[src/rtl/gvc_pkg.sv]
`default_nettype none
// ============================================================================
// gvc_pkg : shared types and helpers for golden_vector_checker
// Revision: 1.0
// ============================================================================
package gvc_pkg;

    localparam int GVC_IN_W  = 60;
    localparam int GVC_OUT_W = 26;

    typedef enum logic [2:0] {
        S_IDLE    = 3'd0,
        S_APPLY   = 3'd1,
        S_SETTLE  = 3'd2,
        S_COMPARE = 3'd3,
        S_DONE    = 3'd4
    } gvc_state_e;

    // Reference layout at the default widths; the checker rebuilds it at its own widths.
    typedef struct packed {
        logic [GVC_IN_W-1:0]  stim;
        logic [GVC_OUT_W-1:0] gold;
        logic [GVC_OUT_W-1:0] mask;
    } gvc_vec_t;

    function automatic int gvc_vec_w(input int in_w, input int out_w);
        return in_w + 2 * out_w;
    endfunction

endpackage
`default_nettype wire

[src/rtl/gvc_vector_mem.sv]
`default_nettype none
// ============================================================================
// gvc_vector_mem : DEPTH-entry vector store, append-only write, indexed read
// Revision: 1.0
// ============================================================================
module gvc_vector_mem
    import gvc_pkg::*;
#(
    parameter int DEPTH = 8,
    parameter int IDX_W = 4,
    parameter int VEC_W = 112
) (
    input  wire logic             clk,
    input  wire logic             rst,
    input  wire logic             clr_i,
    input  wire logic             we_i,
    input  wire logic [VEC_W-1:0] wdata_i,
    input  wire logic [IDX_W-1:0] raddr_i,
    output logic      [VEC_W-1:0] rdata_o,
    output logic      [IDX_W-1:0] count_o
);
    localparam int ADDR_W = (DEPTH > 1) ? $clog2(DEPTH) : 1;

    logic [VEC_W-1:0] mem_q [DEPTH];
    logic [IDX_W-1:0] count_q;

    // Storage is never reset; only the fill count decides which slots are live.
    always_ff @(posedge clk) begin
        if (we_i) begin
            mem_q[count_q[ADDR_W-1:0]] <= wdata_i;
        end
    end

    always_ff @(posedge clk) begin
        if (rst || clr_i) begin
            count_q <= '0;
        end else if (we_i) begin
            count_q <= count_q + IDX_W'(1);
        end
    end

    assign rdata_o = (raddr_i < IDX_W'(DEPTH)) ? mem_q[raddr_i[ADDR_W-1:0]] : '0;
    assign count_o = count_q;

endmodule
`default_nettype wire

[config.mk]
export PLATFORM = sky130hd
export DESIGN_NAME = gvc_vector_mem
export DESIGN_NICKNAME = d
export VERILOG_FILES = /design/src/rtl/gvc_pkg.sv /design/src/rtl/gvc_vector_mem.sv
export SDC_FILE = /design/constraint.sdc
export NUM_CORES = 1
export LEC_CHECK = 0
export CAP_MARGIN = 40
export CORE_UTILIZATION = 54
export DETAILED_ROUTE_END_ITERATION = 8
export HOLD_SLACK_MARGIN = 0.1
export PLACE_DENSITY_LB_ADDON = 0.2
export RECOVER_POWER = 25
export SYNTH_ARGS = -nofsm -noshare
export SYNTH_HDL_FRONTEND = slang
export SYNTH_SLANG_ARGS = --single-unit
[constraint.sdc]
create_clock -name clk -period 22.6 [get_ports clk]
set_clock_uncertainty 0.05 [all_clocks]
set_input_delay 2.26 -clock clk [delete_from_list [all_inputs] [get_ports clk]]
set_output_delay 2.26 -clock clk [all_outputs]
set_load 0.02 [all_outputs]
Yosys cells after proc, flatten, opt, wreduce, memory -nomap -nowiden --
Memory sizes are Yosys's and may differ from the RTL's. Cells that the tools add are included.
Storage, ports and cells: register bits 4, memories 1, logic and storage cells 8, bits in writable memories 896
Cells by class: order comparisons 1, add/subtract/negate cells 1, muxes and demuxes 3, reductions and logical operators 1
Memories:
- mem_q | depth 8, width 112, rd ports 1, clocked after memory_dff 0, write ports 1, RTL line gvc_vector_mem.sv:24 | logic [VEC_W-1:0] mem_q [DEPTH];
Operators by type and width (number):
- $mux 112 | 1
- $add 4x1->4 const B | 1
- $lt 4x4->1 const B | 1
- $mux 1 | 2
- $logic_or 1x1->1 | 1

Logic depth before layout (Yosys ltp) --
depth after elaboration 2, gate-level depth with buffers 6

Worst setup path before layout --
Ideal clock, no wire load.
path kind input-to-reg, from in we_i, to mem mem_q[1][0], enable pin, library setup time 720 ps, required time 21830 ps, data arrival time 9946 ps, cell stages on the path 2, setup slack 11884 ps, path through nand2_1 > nor3_1
Between the ends: cells in the longest elaborated chain, start to end 2
RTL lines:
- from (decl) | RTL line gvc_vector_mem.sv:16 | input wire logic we_i,
- $mux 1 | RTL line gvc_vector_mem.sv:29 | if (we_i) begin
- $mux 1 (implied by the code) | RTL line gvc_vector_mem.sv:30 | mem_q[count_q[ADDR_W-1:0]] <= wdata_i;
- to (decl) | RTL line gvc_vector_mem.sv:24
Every way passes these cells.

Final worst setup path --
from in raddr_i[2], to out rdata_o[28]
Between the ends: cells in the longest elaborated chain, start to end 2, elaborated cells between the ends (all ways) 3, those cells by class order compare (1); mux (1); memory (1)
RTL lines:
- from (decl) | RTL line gvc_vector_mem.sv:18 | input wire logic [IDX_W-1:0] raddr_i,
- $mem_v2 8x112 or $lt 4x4->1 (tied branches)
- $mux 112 (*) | RTL line gvc_vector_mem.sv:42 | assign rdata_o = (raddr_i < IDX_W'(DEPTH)) ? mem_q[raddr_i[ADDR_W-1:0]] : '0;
- to (decl) | RTL line gvc_vector_mem.sv:19 | output logic [VEC_W-1:0] rdata_o,
Every way passes the cells marked *; elsewhere a longest branch is shown, timed or not.

==> impl_metrics.xml <==
<?xml version="1.0" encoding="UTF-8"?>
<metrics>
  <group name="status">
    <metric name="outcome" unit="">completed</metric>
  </group>
  <group name="worst_setup_path">
    <metric name="startpoint_type" unit="">primary input</metric>
    <metric name="reg2reg_to" unit="">mem_q[5][88]</metric>
    <metric name="reg2reg_depth" unit="">4</metric>
    <metric name="timing.critical_path.required" unit="ns">20.29</metric>
    <metric name="cpPeakStageDelay" unit="ns">0.69</metric>
    <metric name="crit_path_max_fanout" unit="">89</metric>
    <metric name="critPathTopFamily" unit="">buffers and inverters</metric>
    <metric name="critPathCaptureType" unit="">output port</metric>
    <metric name="wp_buf_inv" unit="">6</metric>
    <metric name="critical_path.reg2reg.startpoint" unit="">count_o[0]</metric>
    <metric name="crit_cells" unit="">9</metric>
    <metric name="r2r_setup_slk" unit="ns">19.16</metric>
    <metric name="timing.setup.critical_path_class" unit="">in -&gt; out</metric>
    <metric name="cp_cell_sequence" unit="">buf_8 -&gt; buf_4 -&gt; buf_16 -&gt; buf_4 -&gt; buf_16 -&gt; mux4_2 -&gt; mux2i_1 -&gt; nor2_1 -&gt; clkdlybuf4s50_1</metric>
    <metric name="critPathArrivalTime" unit="ns">5.65</metric>
    <metric name="slowest_stage" unit="">sky130_fd_sc_hd__clkdlybuf4s50_1</metric>
  </group>
  <group name="grt">
    <metric name="grt_pass1_wl" unit="mm">101</metric>
    <metric name="first_global_vias" unit="">16400</metric>
    <metric name="global_route.overflow_total" unit="">0</metric>
    <metric name="antenna_found_initial" unit="">15</metric>
    <metric name="grt_use_total" unit="%">21.5</metric>
    <metric name="grt_start_max_net_pins" unit="">113</metric>
  </group>
  <group name="timing">
    <metric name="timing.fmax" unit="MHz">126</metric>
    <metric name="whs" unit="ns">0.492</metric>
    <metric name="worstMarginPinSlew" unit="ns">0.940</metric>
    <metric name="timing_max_transition_violations_final" unit="">0</metric>
    <metric name="slew_headroom" unit="%">37.4</metric>
    <metric name="final.min_clock_period" unit="ns">7.96</metric>
    <metric name="fin_tns_setup" unit="ns">0</metric>
    <metric name="layout_worst_path_cycle_share" unit="%">35.2</metric>
    <metric name="setup_viol_count_final" unit="">0</metric>
    <metric name="timing.final.hold_violations" unit="">0</metric>
    <metric name="setup_ws" unit="ns">14.64</metric>
    <metric name="grt_setup_unrepaired" unit="">no</metric>
  </group>
  <group name="logic_synthesis">
    <metric name="synth-seq-cells" unit="">900</metric>
    <metric name="mapped_nets" unit="">1568</metric>
    <metric name="number_of_warnings_reported_in_the_yosys_synthesis_log" unit="">0</metric>
    <metric name="post_synth_num_cell_types" unit="">17</metric>
    <metric name="largest_area_contributor_in_the_netlist" unit="">sky130_fd_sc_hd__edfxtp_1</metric>
    <metric name="synthesis.instances" unit="">1447</metric>
    <metric name="ys_top_cells_by_area" unit="">sky130_fd_sc_hd__edfxtp_1 (79%), sky130_fd_sc_hd__mux4_2 (15%), sky130_fd_sc_hd__mux2i_1 (3.3%)</metric>
    <metric name="syn-cell-area" unit="µm²">34200</metric>
    <metric name="synth_sequential_area_ratio" unit="%">79.0</metric>
    <metric name="synth_top_area_share" unit="%">78.7</metric>
    <metric name="post_synth.cell_area_avg" unit="µm²">23.6</metric>
  </group>
  <group name="drt">
    <metric name="drt_pre_antenna_iters" unit="">5</metric>
    <metric name="vias" unit="">15300</metric>
    <metric name="sum_of_routed_wire_length_over_all_layers" unit="mm">67.1</metric>
    <metric name="number_of_nets_with_antenna_violations_after_routing" unit="">0</metric>
    <metric name="viasPerCell" unit="">5.81</metric>
    <metric name="avgRoutedWirePerCell" unit="µm">25.4</metric>
    <metric name="drt_iter0_drc" unit="">1067</metric>
    <metric name="drcViolationCount" unit="">0</metric>
  </group>
  <group name="final_layout">
    <metric name="commonest_cells_after_routing_fill_and_taps_aside" unit="">sky130_fd_sc_hd__edfxtp_1 (896), sky130_fd_sc_hd__mux4_2 (224), sky130_fd_sc_hd__clkdlybuf4s50_1 (166), sky130_fd_sc_hd__mux2i_1 (113), sky130_fd_sc_hd__nor2_1 (112)</metric>
    <metric name="nets" unit="">1846</metric>
    <metric name="layout.core_utilization" unit="%">65.2</metric>
    <metric name="synthToLayoutAreaGrowth" unit="%">18.6</metric>
    <metric name="register_area" unit="µm²">27000</metric>
    <metric name="drive_above_1_share" unit="%">21.5</metric>
    <metric name="multi_input_comb_area" unit="µm²">6780</metric>
    <metric name="mostFrequentLayoutCell" unit="">sky130_fd_sc_hd__edfxtp_1</metric>
    <metric name="n_fill_cell" unit="">4025</metric>
  </group>
  <group name="clock_tree">
    <metric name="htree_levels" unit="">3</metric>
    <metric name="cts-root-to-sink-buffers" unit="">3</metric>
    <metric name="cts_setup_buffers" unit="">0</metric>
    <metric name="worst_setup_hold_path_clk_slew" unit="ns">0.06</metric>
    <metric name="ctsHoldBuffers" unit="">0</metric>
    <metric name="cts_bufs_inserted" unit="">88</metric>
    <metric name="cts.repair.resized" unit="">0</metric>
    <metric name="clkLatencyLatePin" unit="ns">0.62</metric>
    <metric name="tritoncts" unit="">yes</metric>
    <metric name="cts_root_buf" unit="">sky130_fd_sc_hd__clkbuf_16</metric>
    <metric name="clock_sink_count" unit="">900</metric>
  </group>
  <group name="floorplanning">
    <metric name="die_x" unit="µm">254</metric>
    <metric name="dieArea" unit="µm²">64300</metric>
    <metric name="start_util" unit="%">55.0</metric>
    <metric name="row_count" unit="">91</metric>
    <metric name="die_h" unit="µm">254</metric>
    <metric name="core_box_area" unit="µm²">62200</metric>
    <metric name="boundaryPins" unit="">236</metric>
  </group>
  <group name="pwr">
    <metric name="total_leakage_power" unit="µW">0.0131</metric>
    <metric name="power.total" unit="µW">3510</metric>
    <metric name="worst_ir_drop_vdd" unit="µV">64.3</metric>
    <metric name="power.density" unit="nW/µm²">86.6</metric>
  </group>
  <group name="hold_path">
    <metric name="worstHoldEndpoint" unit="">count_o[3]</metric>
    <metric name="min_delay_path_depth" unit="">2</metric>
    <metric name="hold_path_class" unit="">reg -&gt; reg</metric>
    <metric name="hold_path.startpoint" unit="">count_o[3]</metric>
  </group>
  <group name="placement">
    <metric name="detailedPlace.worstSlack" unit="ns">14.63</metric>
    <metric name="detailed_place_hpwl" unit="mm">34.6</metric>
    <metric name="place.gp.congestion" unit="">0.730</metric>
    <metric name="io_buffer_count" unit="">235</metric>
  </group>
  <group name="job">
    <metric name="maxCapViolations" unit="">0</metric>
  </group>
</metrics>
-- power by group --
part           switching [µW]  total (µW)  internal, µW  leakage (µW)
clock network             587        1440           849       0.00141
registers                4.74        1860          1860       0.00817
logic                     110         208          97.4       0.00350
-- kinds of logic (layout without fill, tap and decap cells) --
logic type               after synthesis  after routing  share of synthesized area (%)
multiplexers                         337            337                           18.1
flip-flops                           900            900                           79.0
XOR/XNOR                               2              2                         0.0513
buffers and inverters                 75            425                           1.36
other                                  0              6                              0
AND/OR/NAND/NOR                      130            130                           1.48
adder cells (fa/ha/maj)                1              1                         0.0366
AO/OA/AOI/OAI                          2              2                         0.0366
-- synthesized netlist by cell type --
master,number
sky130_fd_sc_hd__edfxtp_1,896
sky130_fd_sc_hd__mux4_2,224
sky130_fd_sc_hd__nor2_1,118
sky130_fd_sc_hd__mux2i_1,113
sky130_fd_sc_hd__buf_2,33
sky130_fd_sc_hd__clkbuf_1,23
sky130_fd_sc_hd__buf_6,19
sky130_fd_sc_hd__nor3_1,5
sky130_fd_sc_hd__dfxtp_1,4
sky130_fd_sc_hd__nand2_1,3
sky130_fd_sc_hd__nand2b_1,3
sky130_fd_sc_hd__a211oi_1,1
sky130_fd_sc_hd__ha_1,1
sky130_fd_sc_hd__o21ai_0,1
sky130_fd_sc_hd__or3_1,1
sky130_fd_sc_hd__xnor2_1,1
sky130_fd_sc_hd__xor2_1,1
-- registers in the layout (all words and copies together) (netlist names) --
signal and cells:
count_o 4, mem_q 896
-- worst max path at each step --
stage / slack [ns] / to / from
floorplan: 11.88 / mem_q[1][0] / we_i
CTS: 14.62 / rdata_o[28] / raddr_i[2]
global placement: 14.02 / rdata_o[28] / raddr_i[2]
detailed placement: 14.63 / rdata_o[28] / raddr_i[2]
global route: 14.49 / rdata_o[28] / raddr_i[2]
finish: 14.64 / rdata_o[28] / raddr_i[2]
-- cell type report --
type | instances | area share, %
Antenna cell | 6 | 0.0371
Clock buffer | 120 | 6.14
Sequential cell | 900 | 66.6
Tap cell | 837 | 2.58
Timing Repair Buffer | 263 | 6.98
Clock inverter | 42 | 0.929
Multi-Input combinational cell | 472 | 16.7
-- metal layers --
layer / vias up / GRT usage (%) / part of all wire, %
met2: 414 / 35.0 / 50
met1: 8123 / 29.8 / 42
met4: 20 / 6.15 / 2.0
met3: 129 / 4.41 / 6.2
met5: - / 0 / 0.19
li1: 6663 / - / -
-- per-stage QoR --
| step | cells | cell area, µm² |
|---|---|---|
| floorplan | 1447 | 34200 |
| global placement | 2462 | 37400 |
| detailed placement | 2472 | 37600 |
| CTS | 2634 | 40500 |
| global route | 2635 | 40500 |
| finish | 2640 | 40500 |
-- worst reg2reg max path, stage by stage (launching register included) --
cell and delay (ns):
sky130_fd_sc_hd__dfxtp_1 0.43, sky130_fd_sc_hd__nand2_1 0.28, sky130_fd_sc_hd__nor2_4 0.66, sky130_fd_sc_hd__buf_4 0.80, sky130_fd_sc_hd__buf_4 0.80
Power figures use the tool's default switching activity.
